File: config.mk
export PLATFORM = sky130hd
export DESIGN_NAME = ram_arbiter_flat
export DESIGN_NICKNAME = d
export VERILOG_FILES = /design/src/rtl/ram_arbiter_if.sv /design/src/rtl/ram_arbiter.sv /design/src/flat_wrapper.sv
export SDC_FILE = /design/constraint.sdc
export NUM_CORES = 1
export LEC_CHECK = 0
export CAP_MARGIN = 0
export CORE_MARGIN = 10
export CORE_UTILIZATION = 38
export DETAILED_ROUTE_END_ITERATION = 6
export GPL_TIMING_DRIVEN = 0
export PLACE_DENSITY = 0.73
export SLEW_MARGIN = 20
export SYNTH_ARGS = -nofsm -noshare
export SYNTH_HDL_FRONTEND = slang
export SYNTH_SLANG_ARGS = --single-unit
File: constraint.sdc
create_clock -name clk -period 1.65 [get_ports clk]
set_input_delay 0.33 -clock clk [delete_from_list [all_inputs] [get_ports clk]]
set_output_delay 0.33 -clock clk [all_outputs]
set_load 0.02 [all_outputs]
File: src/rtl/ram_arbiter_if.sv
// Requester and RAM-side bus of the scratch RAM arbiter.
// The slave modport is the arbiter's view; the master is the requesters plus the RAM.
interface ram_arbiter_if #(
  parameter int unsigned ABITS = 5,
  parameter int unsigned DBITS = 9
);
  logic             req0;
  logic             req1;
  logic             we0;
  logic             we1;
  logic [ABITS-1:0] addr0;
  logic [ABITS-1:0] addr1;
  logic [DBITS-1:0] wdata0;
  logic [DBITS-1:0] wdata1;
  logic             gnt0;
  logic             gnt1;
  logic [DBITS-1:0] rdata0;
  logic [DBITS-1:0] rdata1;
  logic             rvalid0;
  logic             rvalid1;
  logic             clr_req;
  logic             clr_busy;
  logic             ram_wr;
  logic [ABITS-1:0] ram_addr;
  logic [DBITS-1:0] ram_din;
  logic [DBITS-1:0] ram_dout;
  logic             ram_res;

  modport slave (
    input  req0, req1, we0, we1, addr0, addr1, wdata0, wdata1, clr_req, ram_dout,
    output gnt0, gnt1, rdata0, rdata1, rvalid0, rvalid1, clr_busy,
           ram_wr, ram_addr, ram_din, ram_res
  );

  modport master (
    output req0, req1, we0, we1, addr0, addr1, wdata0, wdata1, clr_req, ram_dout,
    input  gnt0, gnt1, rdata0, rdata1, rvalid0, rvalid1, clr_busy,
           ram_wr, ram_addr, ram_din, ram_res
  );
endinterface

File: src/rtl/ram_arbiter.sv
// Round-robin arbiter for the shared single-port 32x9 scratch RAM, with clear sequencing.
// Define RAM_ARB_STATS_EN to add saturating per-port grant counters gcnt0/gcnt1.
module ram_arbiter #(
  parameter int unsigned ABITS = 5,
  parameter int unsigned DBITS = 9
) (
  input  logic             clk,
  input  logic             res_n,
  ram_arbiter_if.slave     bus
`ifdef RAM_ARB_STATS_EN
  ,
  output logic [7:0]       gcnt0,
  output logic [7:0]       gcnt1
`endif
);

  typedef enum logic [1:0] {StIdle, StClr1, StClr2} state_e;

  state_e           state_q;
  logic             rr_last_q;
  logic             cmd_valid_q;
  logic             cmd_port_q;
  logic             cmd_we_q;
  logic [ABITS-1:0] cmd_addr_q;
  logic [DBITS-1:0] cmd_wdata_q;
  logic [DBITS-1:0] rdata0_q;
  logic [DBITS-1:0] rdata1_q;
  logic             rvalid0_q;
  logic             rvalid1_q;

  logic             gnt0;
  logic             gnt1;
  logic             accept;
  logic             win_port;
  logic             ram_wr;
  logic             ram_res;
  logic             clr_busy;
  logic [ABITS-1:0] ram_addr;
  logic [DBITS-1:0] ram_din;

  // On contention the port that did not win last time gets the grant.
  always_comb begin
    gnt0 = 1'b0;
    gnt1 = 1'b0;
    if (res_n && (state_q == StIdle) && !bus.clr_req) begin
      gnt0 = bus.req0 && (!bus.req1 || rr_last_q);
      gnt1 = bus.req1 && (!bus.req0 || !rr_last_q);
    end
  end

  assign accept   = gnt0 | gnt1;
  assign win_port = gnt1;

  // ram_res alone leaves location 2 intact, so CLR2 writes it explicitly.
  always_comb begin
    ram_wr   = 1'b0;
    ram_res  = 1'b0;
    clr_busy = 1'b0;
    ram_addr = cmd_addr_q;
    ram_din  = cmd_wdata_q;
    if (!res_n) begin
      ram_res  = 1'b1;
      clr_busy = 1'b1;
    end else begin
      case (state_q)
        StIdle: ram_wr = cmd_valid_q & cmd_we_q;
        StClr1: begin
          ram_res  = 1'b1;
          clr_busy = 1'b1;
        end
        StClr2: begin
          ram_wr   = 1'b1;
          ram_addr = ABITS'(2);
          ram_din  = '0;
          clr_busy = 1'b1;
        end
        default: ;
      endcase
    end
  end

  always_ff @(posedge clk) begin
    if (!res_n) begin
      state_q     <= StClr2;
      rr_last_q   <= 1'b1;
      cmd_valid_q <= 1'b0;
      cmd_port_q  <= 1'b0;
      cmd_we_q    <= 1'b0;
      cmd_addr_q  <= '0;
      cmd_wdata_q <= '0;
      rdata0_q    <= '0;
      rdata1_q    <= '0;
      rvalid0_q   <= 1'b0;
      rvalid1_q   <= 1'b0;
    end else begin
      rvalid0_q <= cmd_valid_q & ~cmd_we_q & ~cmd_port_q;
      rvalid1_q <= cmd_valid_q & ~cmd_we_q & cmd_port_q;
      if (cmd_valid_q && !cmd_we_q) begin
        if (cmd_port_q) rdata1_q <= bus.ram_dout;
        else            rdata0_q <= bus.ram_dout;
      end

      cmd_valid_q <= accept;
      if (accept) begin
        cmd_port_q  <= win_port;
        cmd_we_q    <= win_port ? bus.we1    : bus.we0;
        cmd_addr_q  <= win_port ? bus.addr1  : bus.addr0;
        cmd_wdata_q <= win_port ? bus.wdata1 : bus.wdata0;
        rr_last_q   <= win_port;
      end

      // A held clr_req repeats the clear without passing through idle.
      case (state_q)
        StIdle:  if (bus.clr_req) state_q <= StClr1;
        StClr1:  state_q <= StClr2;
        StClr2:  state_q <= bus.clr_req ? StClr1 : StIdle;
        default: state_q <= StIdle;
      endcase
    end
  end

`ifdef RAM_ARB_STATS_EN
  logic [7:0] gcnt0_q;
  logic [7:0] gcnt1_q;

  always_ff @(posedge clk) begin
    if (!res_n || (state_q == StClr1)) begin
      gcnt0_q <= '0;
      gcnt1_q <= '0;
    end else begin
      if (gnt0 && (gcnt0_q != 8'hFF)) gcnt0_q <= gcnt0_q + 8'd1;
      if (gnt1 && (gcnt1_q != 8'hFF)) gcnt1_q <= gcnt1_q + 8'd1;
    end
  end

  assign gcnt0 = gcnt0_q;
  assign gcnt1 = gcnt1_q;
`endif

  assign bus.gnt0     = gnt0;
  assign bus.gnt1     = gnt1;
  assign bus.rdata0   = rdata0_q;
  assign bus.rdata1   = rdata1_q;
  assign bus.rvalid0  = rvalid0_q;
  assign bus.rvalid1  = rvalid1_q;
  assign bus.clr_busy = clr_busy;
  assign bus.ram_wr   = ram_wr;
  assign bus.ram_res  = ram_res;
  assign bus.ram_addr = ram_addr;
  assign bus.ram_din  = ram_din;

endmodule

File: src/flat_wrapper.sv
// flat-port wrapper written by rule: the top's interface ports become plain ports
module ram_arbiter_flat 
#(
  parameter int unsigned ABITS = 5,
  parameter int unsigned DBITS = 9
)
  (clk, res_n, bus_req0, bus_req1, bus_we0, bus_we1, bus_addr0, bus_addr1, bus_wdata0, bus_wdata1, bus_clr_req, bus_ram_dout, bus_gnt0, bus_gnt1, bus_rdata0, bus_rdata1, bus_rvalid0, bus_rvalid1, bus_clr_busy, bus_ram_wr, bus_ram_addr, bus_ram_din, bus_ram_res);
  ram_arbiter_if #(.ABITS(ABITS), .DBITS(DBITS)) bus_i ();
  input  logic clk;
  input  logic res_n;
  input wire logic [$bits(bus_i.req0)-1:0] bus_req0;
  input wire logic [$bits(bus_i.req1)-1:0] bus_req1;
  input wire logic [$bits(bus_i.we0)-1:0] bus_we0;
  input wire logic [$bits(bus_i.we1)-1:0] bus_we1;
  input wire logic [$bits(bus_i.addr0)-1:0] bus_addr0;
  input wire logic [$bits(bus_i.addr1)-1:0] bus_addr1;
  input wire logic [$bits(bus_i.wdata0)-1:0] bus_wdata0;
  input wire logic [$bits(bus_i.wdata1)-1:0] bus_wdata1;
  input wire logic [$bits(bus_i.clr_req)-1:0] bus_clr_req;
  input wire logic [$bits(bus_i.ram_dout)-1:0] bus_ram_dout;
  output wire logic [$bits(bus_i.gnt0)-1:0] bus_gnt0;
  output wire logic [$bits(bus_i.gnt1)-1:0] bus_gnt1;
  output wire logic [$bits(bus_i.rdata0)-1:0] bus_rdata0;
  output wire logic [$bits(bus_i.rdata1)-1:0] bus_rdata1;
  output wire logic [$bits(bus_i.rvalid0)-1:0] bus_rvalid0;
  output wire logic [$bits(bus_i.rvalid1)-1:0] bus_rvalid1;
  output wire logic [$bits(bus_i.clr_busy)-1:0] bus_clr_busy;
  output wire logic [$bits(bus_i.ram_wr)-1:0] bus_ram_wr;
  output wire logic [$bits(bus_i.ram_addr)-1:0] bus_ram_addr;
  output wire logic [$bits(bus_i.ram_din)-1:0] bus_ram_din;
  output wire logic [$bits(bus_i.ram_res)-1:0] bus_ram_res;
  assign bus_i.req0 = bus_req0;
  assign bus_i.req1 = bus_req1;
  assign bus_i.we0 = bus_we0;
  assign bus_i.we1 = bus_we1;
  assign bus_i.addr0 = bus_addr0;
  assign bus_i.addr1 = bus_addr1;
  assign bus_i.wdata0 = bus_wdata0;
  assign bus_i.wdata1 = bus_wdata1;
  assign bus_i.clr_req = bus_clr_req;
  assign bus_i.ram_dout = bus_ram_dout;
  assign bus_gnt0 = bus_i.gnt0;
  assign bus_gnt1 = bus_i.gnt1;
  assign bus_rdata0 = bus_i.rdata0;
  assign bus_rdata1 = bus_i.rdata1;
  assign bus_rvalid0 = bus_i.rvalid0;
  assign bus_rvalid1 = bus_i.rvalid1;
  assign bus_clr_busy = bus_i.clr_busy;
  assign bus_ram_wr = bus_i.ram_wr;
  assign bus_ram_addr = bus_i.ram_addr;
  assign bus_ram_din = bus_i.ram_din;
  assign bus_ram_res = bus_i.ram_res;
  ram_arbiter #(.ABITS(ABITS), .DBITS(DBITS)) u_core (.clk(clk), .res_n(res_n), .bus(bus_i));
endmodule
== After elaboration in Yosys (flattened, before gate mapping) ==
Index checks and enable logic that the tools add are counted.

* Memories: 0
* Bits in registers: 40
* Latch bits: 0
* RAM bits: 0
* Input bits: 44
* Memory bits (read-only): 0

* Equality and inequality tests: 3
* Multiply operators: 0
* Shift-type cells: 0
* Div/mod/pow operators: 0
* Bitwise operators: 7
* Reductions and logical operators: 16
* Add/subtract/negate cells: 0
* Order comparisons: 0
* Muxes and demuxes: 18

{| class="wikitable"
|+ Operator list
! cell !! number
|-
| $mux 9 || 3
|-
| $mux 5 || 3
|-
| $mux 1 || 9
|-
| $pmux 2 s3 || 1
|-
| $logic_and 1x1->1 || 5
|-
| $logic_not 1->1 || 5
|-
| $and 1x1->1 || 4
|-
| $reduce_and 2->1 || 2
|-
| $eq 2x1->1 const B || 1
|-
| $eq 2x2->1 const B || 1
|-
| $logic_not 2->1 || 1
|-
| $logic_or 1x1->1 || 2
|-
| $mux 2 || 1
|-
| $ne 2x2->1 const B || 1
|-
| $not 1->1 || 2
|-
| $pmux 1 s2 || 1
|-
| $reduce_or 2->1 || 1
|-
| $or 1x1->1 || 1
|}

== Logic depth before layout (Yosys ltp) ==
* Depth after elaboration: 5
* Depth in mapped cells: 8
* Depth with buffers taken out: 5

== Worst setup path before layout ==
OpenSTA, ideal clock, no wires.

* Kind: input to output
* Start point: input res_n
* End point: output bus_gnt0
* Arrival: 1.324 ns
* Slack: -0.004 ns
* Data required time: 1.320 ns
* Buffers on the path: 2
* Stages on the path: 4
* Path through: buf_4 inv_2 buf_1 nor3_1

* Cells in the longest elaborated chain, start to end: 3

{| class="wikitable"
|+ Ends and longest elaborated chain
! element !! line !! text
|-
| start: declaration || flat_wrapper.sv:10 || <nowiki>input logic res_n;</nowiki>
|-
| $logic_and 1x1->1 (2 in a row) || ram_arbiter.sv:45 || <nowiki>if (res_n && (state_q == StIdle) && !bus.clr_req) begin</nowiki>
|-
| $mux 1 || ram_arbiter.sv:45 ||
|-
| end: declaration || flat_wrapper.sv:21 || <nowiki>output wire logic [$bits(bus_i.gnt0)-1:0] bus_gnt0;</nowiki>
|}

No other way between the ends.

== Final worst setup path ==
* Start point: register u_core.state_q[0]
* End point: output bus_gnt1

* Cells in the longest elaborated chain, start to end: 4

{| class="wikitable"
|+ Ends and longest elaborated chain
! element !! line !! text
|-
| start: declaration || ram_arbiter.sv:19 || <nowiki>state_e state_q;</nowiki>
|-
| start signal: assignment || ram_arbiter.sv:84 || <nowiki>state_q <= StClr2;</nowiki>
|-
| start signal: assignment || ram_arbiter.sv:114 || <nowiki>StIdle: if (bus.clr_req) state_q <= StClr1;</nowiki>
|-
| start signal: assignment || ram_arbiter.sv:115 || <nowiki>StClr1: state_q <= StClr2;</nowiki>
|-
| $logic_not 2->1 || ram_arbiter.sv:45 ||
|-
| $logic_and 1x1->1 (2 in a row) || ram_arbiter.sv:45 ||
|-
| $mux 1 || ram_arbiter.sv:45 ||
|-
| end: declaration || flat_wrapper.sv:22 || <nowiki>output wire logic [$bits(bus_i.gnt1)-1:0] bus_gnt1;</nowiki>
|}

No other way between the ends.

==> results <==
[per-stage QoR]
| step | utilization [%] | cells | hold slack [ps] | total power, mW | TNS [ps] |
|---|---|---|---|---|---|
| 6_report | 62.4 | 377 | 277 | 2.37 | -236 |
| 5_1_grt | 62.4 | 377 | 290 | 2.49 | -1010 |
| 4_1_cts | 61.7 | 377 | 273 | 2.38 | -552 |
| 3_5_place_dp | 56.7 | 362 | 485 | 1.54 | -13710 |
| 3_3_place_gp | 56.7 | 362 | 475 | 1.53 | -13590 |
| 2_1_floorplan | - | 211 | 466 | 1.30 | 0 |
[per-layer routing]
metal | vias to the layer above | wire [um]
li1 | 936 | -
met1 | 879 | 2560
met2 | 51 | 3070
met3 | 8 | 334
met4 | 0 | 124
met5 | - | 0
[how the worst max path moves through the flow]
stage / from / endpoint / slack [ps]
floorplan: u_core.state_q[0] / bus_gnt1 / 10
global placement: bus_clr_req / bus_gnt1 / -850
detailed placement: bus_req1 / bus_gnt1 / -840
CTS: u_core.state_q[1] / bus_gnt1 / -70
global route: u_core.state_q[0] / bus_gnt1 / -130
finish: u_core.state_q[0] / bus_gnt1 / -50
[synth_stat cells (3+ instances only)]
| library cell | instances |
|---|---|
| dfxtp_1 | 40 |
| nor2_1 | 22 |
| mux2i_1 | 19 |
| a21oi_1 | 16 |
| o21ai_0 | 16 |
| nand3_1 | 15 |
| and2_1 | 14 |
| a311oi_2 | 9 |
| buf_2 | 8 |
| a311oi_1 | 6 |
| ha_1 | 6 |
| nand2_1 | 6 |
| nand2b_1 | 4 |
| buf_1 | 3 |
| clkbuf_1 | 3 |
| nand3b_1 | 3 |
[registers in the layout, indices dropped and copies added, names as in the netlist]
| signal | cells |
|---|---|
| u_core.bus.rvalid0 | 1 |
| u_core.bus.rdata1 | 9 |
| u_core.bus.rvalid1 | 1 |
| u_core.cmd_valid_q | 1 |
| u_core.cmd_port_q | 1 |
| u_core.cmd_addr_q | 5 |
| u_core.cmd_wdata_q | 9 |
| u_core.rr_last_q | 1 |
| u_core.bus.rdata0 | 9 |
| u_core.cmd_we_q | 1 |
| u_core.state_q | 2 |
[worst reg2reg max path, stage by stage (launching register included)]
cell and delay, ps:
dfxtp_4 390, inv_4 50, ha_4 160, and3b_1 170, buf_2 130, and2_4 190, buf_12 150, a311oi_2 240
[area by class of cell]
cell class / instances / area [um2]
inverters: 3 / 16.3
repair buffers: 89 / 878
plain buffers: 17 / 135
multi-input cells: 150 / 1110
fillers: 454 / 1900
flip-flops and latches: 40 / 807
clock buffers: 6 / 72.6
well taps: 70 / 87.6
clock inverters: 2 / 35.0
[where the power goes]
part           internal [mW]  total, mW  switching (mW)
registers               1.00       1.03          0.0279
clock network          0.449      0.783           0.334
logic                  0.295      0.560           0.265
[kinds of logic (layout without fill, tap and decap cells)]
group                      after synthesis  after routing
adders and majority gates                6              6
and+or+nand+nor                         71             71
DFF                                     40             40
AOI/OAI and AO/OA                       54             54
buffers and inverters                   21            117
muxes                                   19             19
[timing repair]
item                                    4_1_cts  5_1_grt
hold buffers                                  0        0
endpoints found under the setup margin       34       23
pin swaps                                    16        3
gates cloned                                  1        1
gates resized for setup                     139       10
setup buffers                                 6        0
==> results.sh <==
export IMPL_vias=1874
export IMPL_die_y_um=91.8
export IMPL_gp_congestion=0.775
export IMPL_synth_flop_cell="dfxtp_1"
export IMPL_slew_headroom_pct=68.8
export IMPL_critPathTopFamily="buffers and inverters"
export IMPL_cts_buffers=5
export IMPL_grt_busiest_layer="met2"
export IMPL_start_util_pct=38.8
export IMPL_synth_cell_types=34
export IMPL_drtIter0Drc=68
export IMPL_synth_seq_cells=40
export IMPL_design_area_mm2=0.00314
export IMPL_worstPathCellList="inv_4 -> ha_4 -> nand3b_1 -> clkbuf_8 -> nor2_4 -> buf_6"
export IMPL_leakagePower_nw=1.24
export IMPL_fin_skew_ps=7.01
export IMPL_r2r_slack_ps=80
export IMPL_hold_path_end="u_core.state_q[1]"
export IMPL_gr_total_overflow=0
export IMPL_drive_gt1_share_pct=27.4
export IMPL_cp_depth=6
export IMPL_period_share_pct=103
export IMPL_clk_latency_ps=290
export IMPL_synth_largest_area_cell="dfxtp_1"
export IMPL_grt_use_met2_pct=24.6
export IMPL_crit_path_end_kind="output port"
export IMPL_synth_area_per_cell_um2=9.28
export IMPL_grtUsageMet3_pct=4.56
export IMPL_place_ws_ps=-842
export IMPL_min_path_type="input pin to flop"
export IMPL_hold_viol_final=0
export IMPL_p_per_area_mw_per_mm2=755
export IMPL_timing_final_ws_setup_ps=-48.3
export IMPL_ys_warn_count=0
export IMPL_r2r_start="u_core.state_q[1]"
export IMPL_rows=26
export IMPL_r2r_cells=7
export IMPL_synthXorXnorAreaFrac_pct=0
export IMPL_cts_buffer_depth=2
export IMPL_cts_tree="built"
export IMPL_ant_nets=0
export IMPL_start_kind="flop"
export IMPL_place_hpwl_um=4430
export IMPL_routedWlPerCell_um=16.2
export IMPL_h_tree_depth=2
export IMPL_antenna_found_initial=0
export IMPL_root_buffer="clkbuf_8"
export IMPL_crit_type="flop to output port"
export IMPL_globalRouteMet1Util_pct=15.9
export IMPL_drc_errors=0
export IMPL_min_period_ps=1700
export IMPL_slew_viol_final=0
export IMPL_tightest_slew_ps=468
export IMPL_syn_nets=261
export IMPL_cp_max_fo=6
export IMPL_synth_area_leaders="dfxtp_1 (41%), mux2i_1 (9.7%), a311oi_2 (6.9%)"
export IMPL_track_usage_pct=14.2
export IMPL_die_w_um=91.8
export IMPL_synth_top_family_by_area="compound AO/OA/AOI/OAI gates"
export IMPL_syn2layout_area_growth_pct=60.6
export IMPL_mostFrequentLayoutCells="clkdlybuf4s50_1 (59), dfxtp_1 (37), nor2_1 (21)"
export IMPL_drt_vias_per_instance=4.97
export IMPL_synthSimpleGateAreaFrac_pct=18.6
export IMPL_finalSetupViolCount=12
export IMPL_dr_pass1_iters=4
export IMPL_synthCells=211
export IMPL_fmax_mhz=589
export IMPL_grt_pass1_wl_um=9960
export IMPL_required_ps=1320
export IMPL_hold_depth=2
export IMPL_diodes=0
export IMPL_r2r_end="u_core.cmd_wdata_q[3]"
export IMPL_mostFrequentLayoutCell="clkdlybuf4s50_1"
export IMPL_ys_seq_area_share_pct=40.9
export IMPL_synthMuxAreaShare_pct=9.71
export IMPL_syn_area_mm2=0.00196
export IMPL_place_area_mm2=0.00286
export IMPL_critPathBufInv=3
export IMPL_hp_start="res_n"
export IMPL_synth_compound_area_share_pct=20.6
export IMPL_arrival_ps=1370
export IMPL_grt_max_degree=13
export IMPL_grt_setup_unrepaired="yes"
export IMPL_max_stage_delay_ps=340
export IMPL_ios=83
export IMPL_clk_pin_slew_ps=80
export IMPL_clock_sinks=40
export IMPL_vdd_drop_max_mv=0.432
export IMPL_maxCapViolations=0
export IMPL_portBuffers=81
export IMPL_dieArea_mm2=0.00842
export IMPL_synth_edf_count=0
export IMPL_synth_fa_ha_area_share_pct=3.83
export IMPL_violations="negative setup slack"
export IMPL_wl_um=6100
export IMPL_postSynth_asyncResetShare_pct=0
export IMPL_nets=356
export IMPL_grt_pass1_vias=2023
export IMPL_core_area_mm2=0.00504
export IMPL_cp_slowest_cell="dfxtp_2"
export IMPL_yosysTopAreaCellShare_pct=40.9
export IMPL_outcome="complete, but fails checks"
Power figures use the tool's default switching activity.
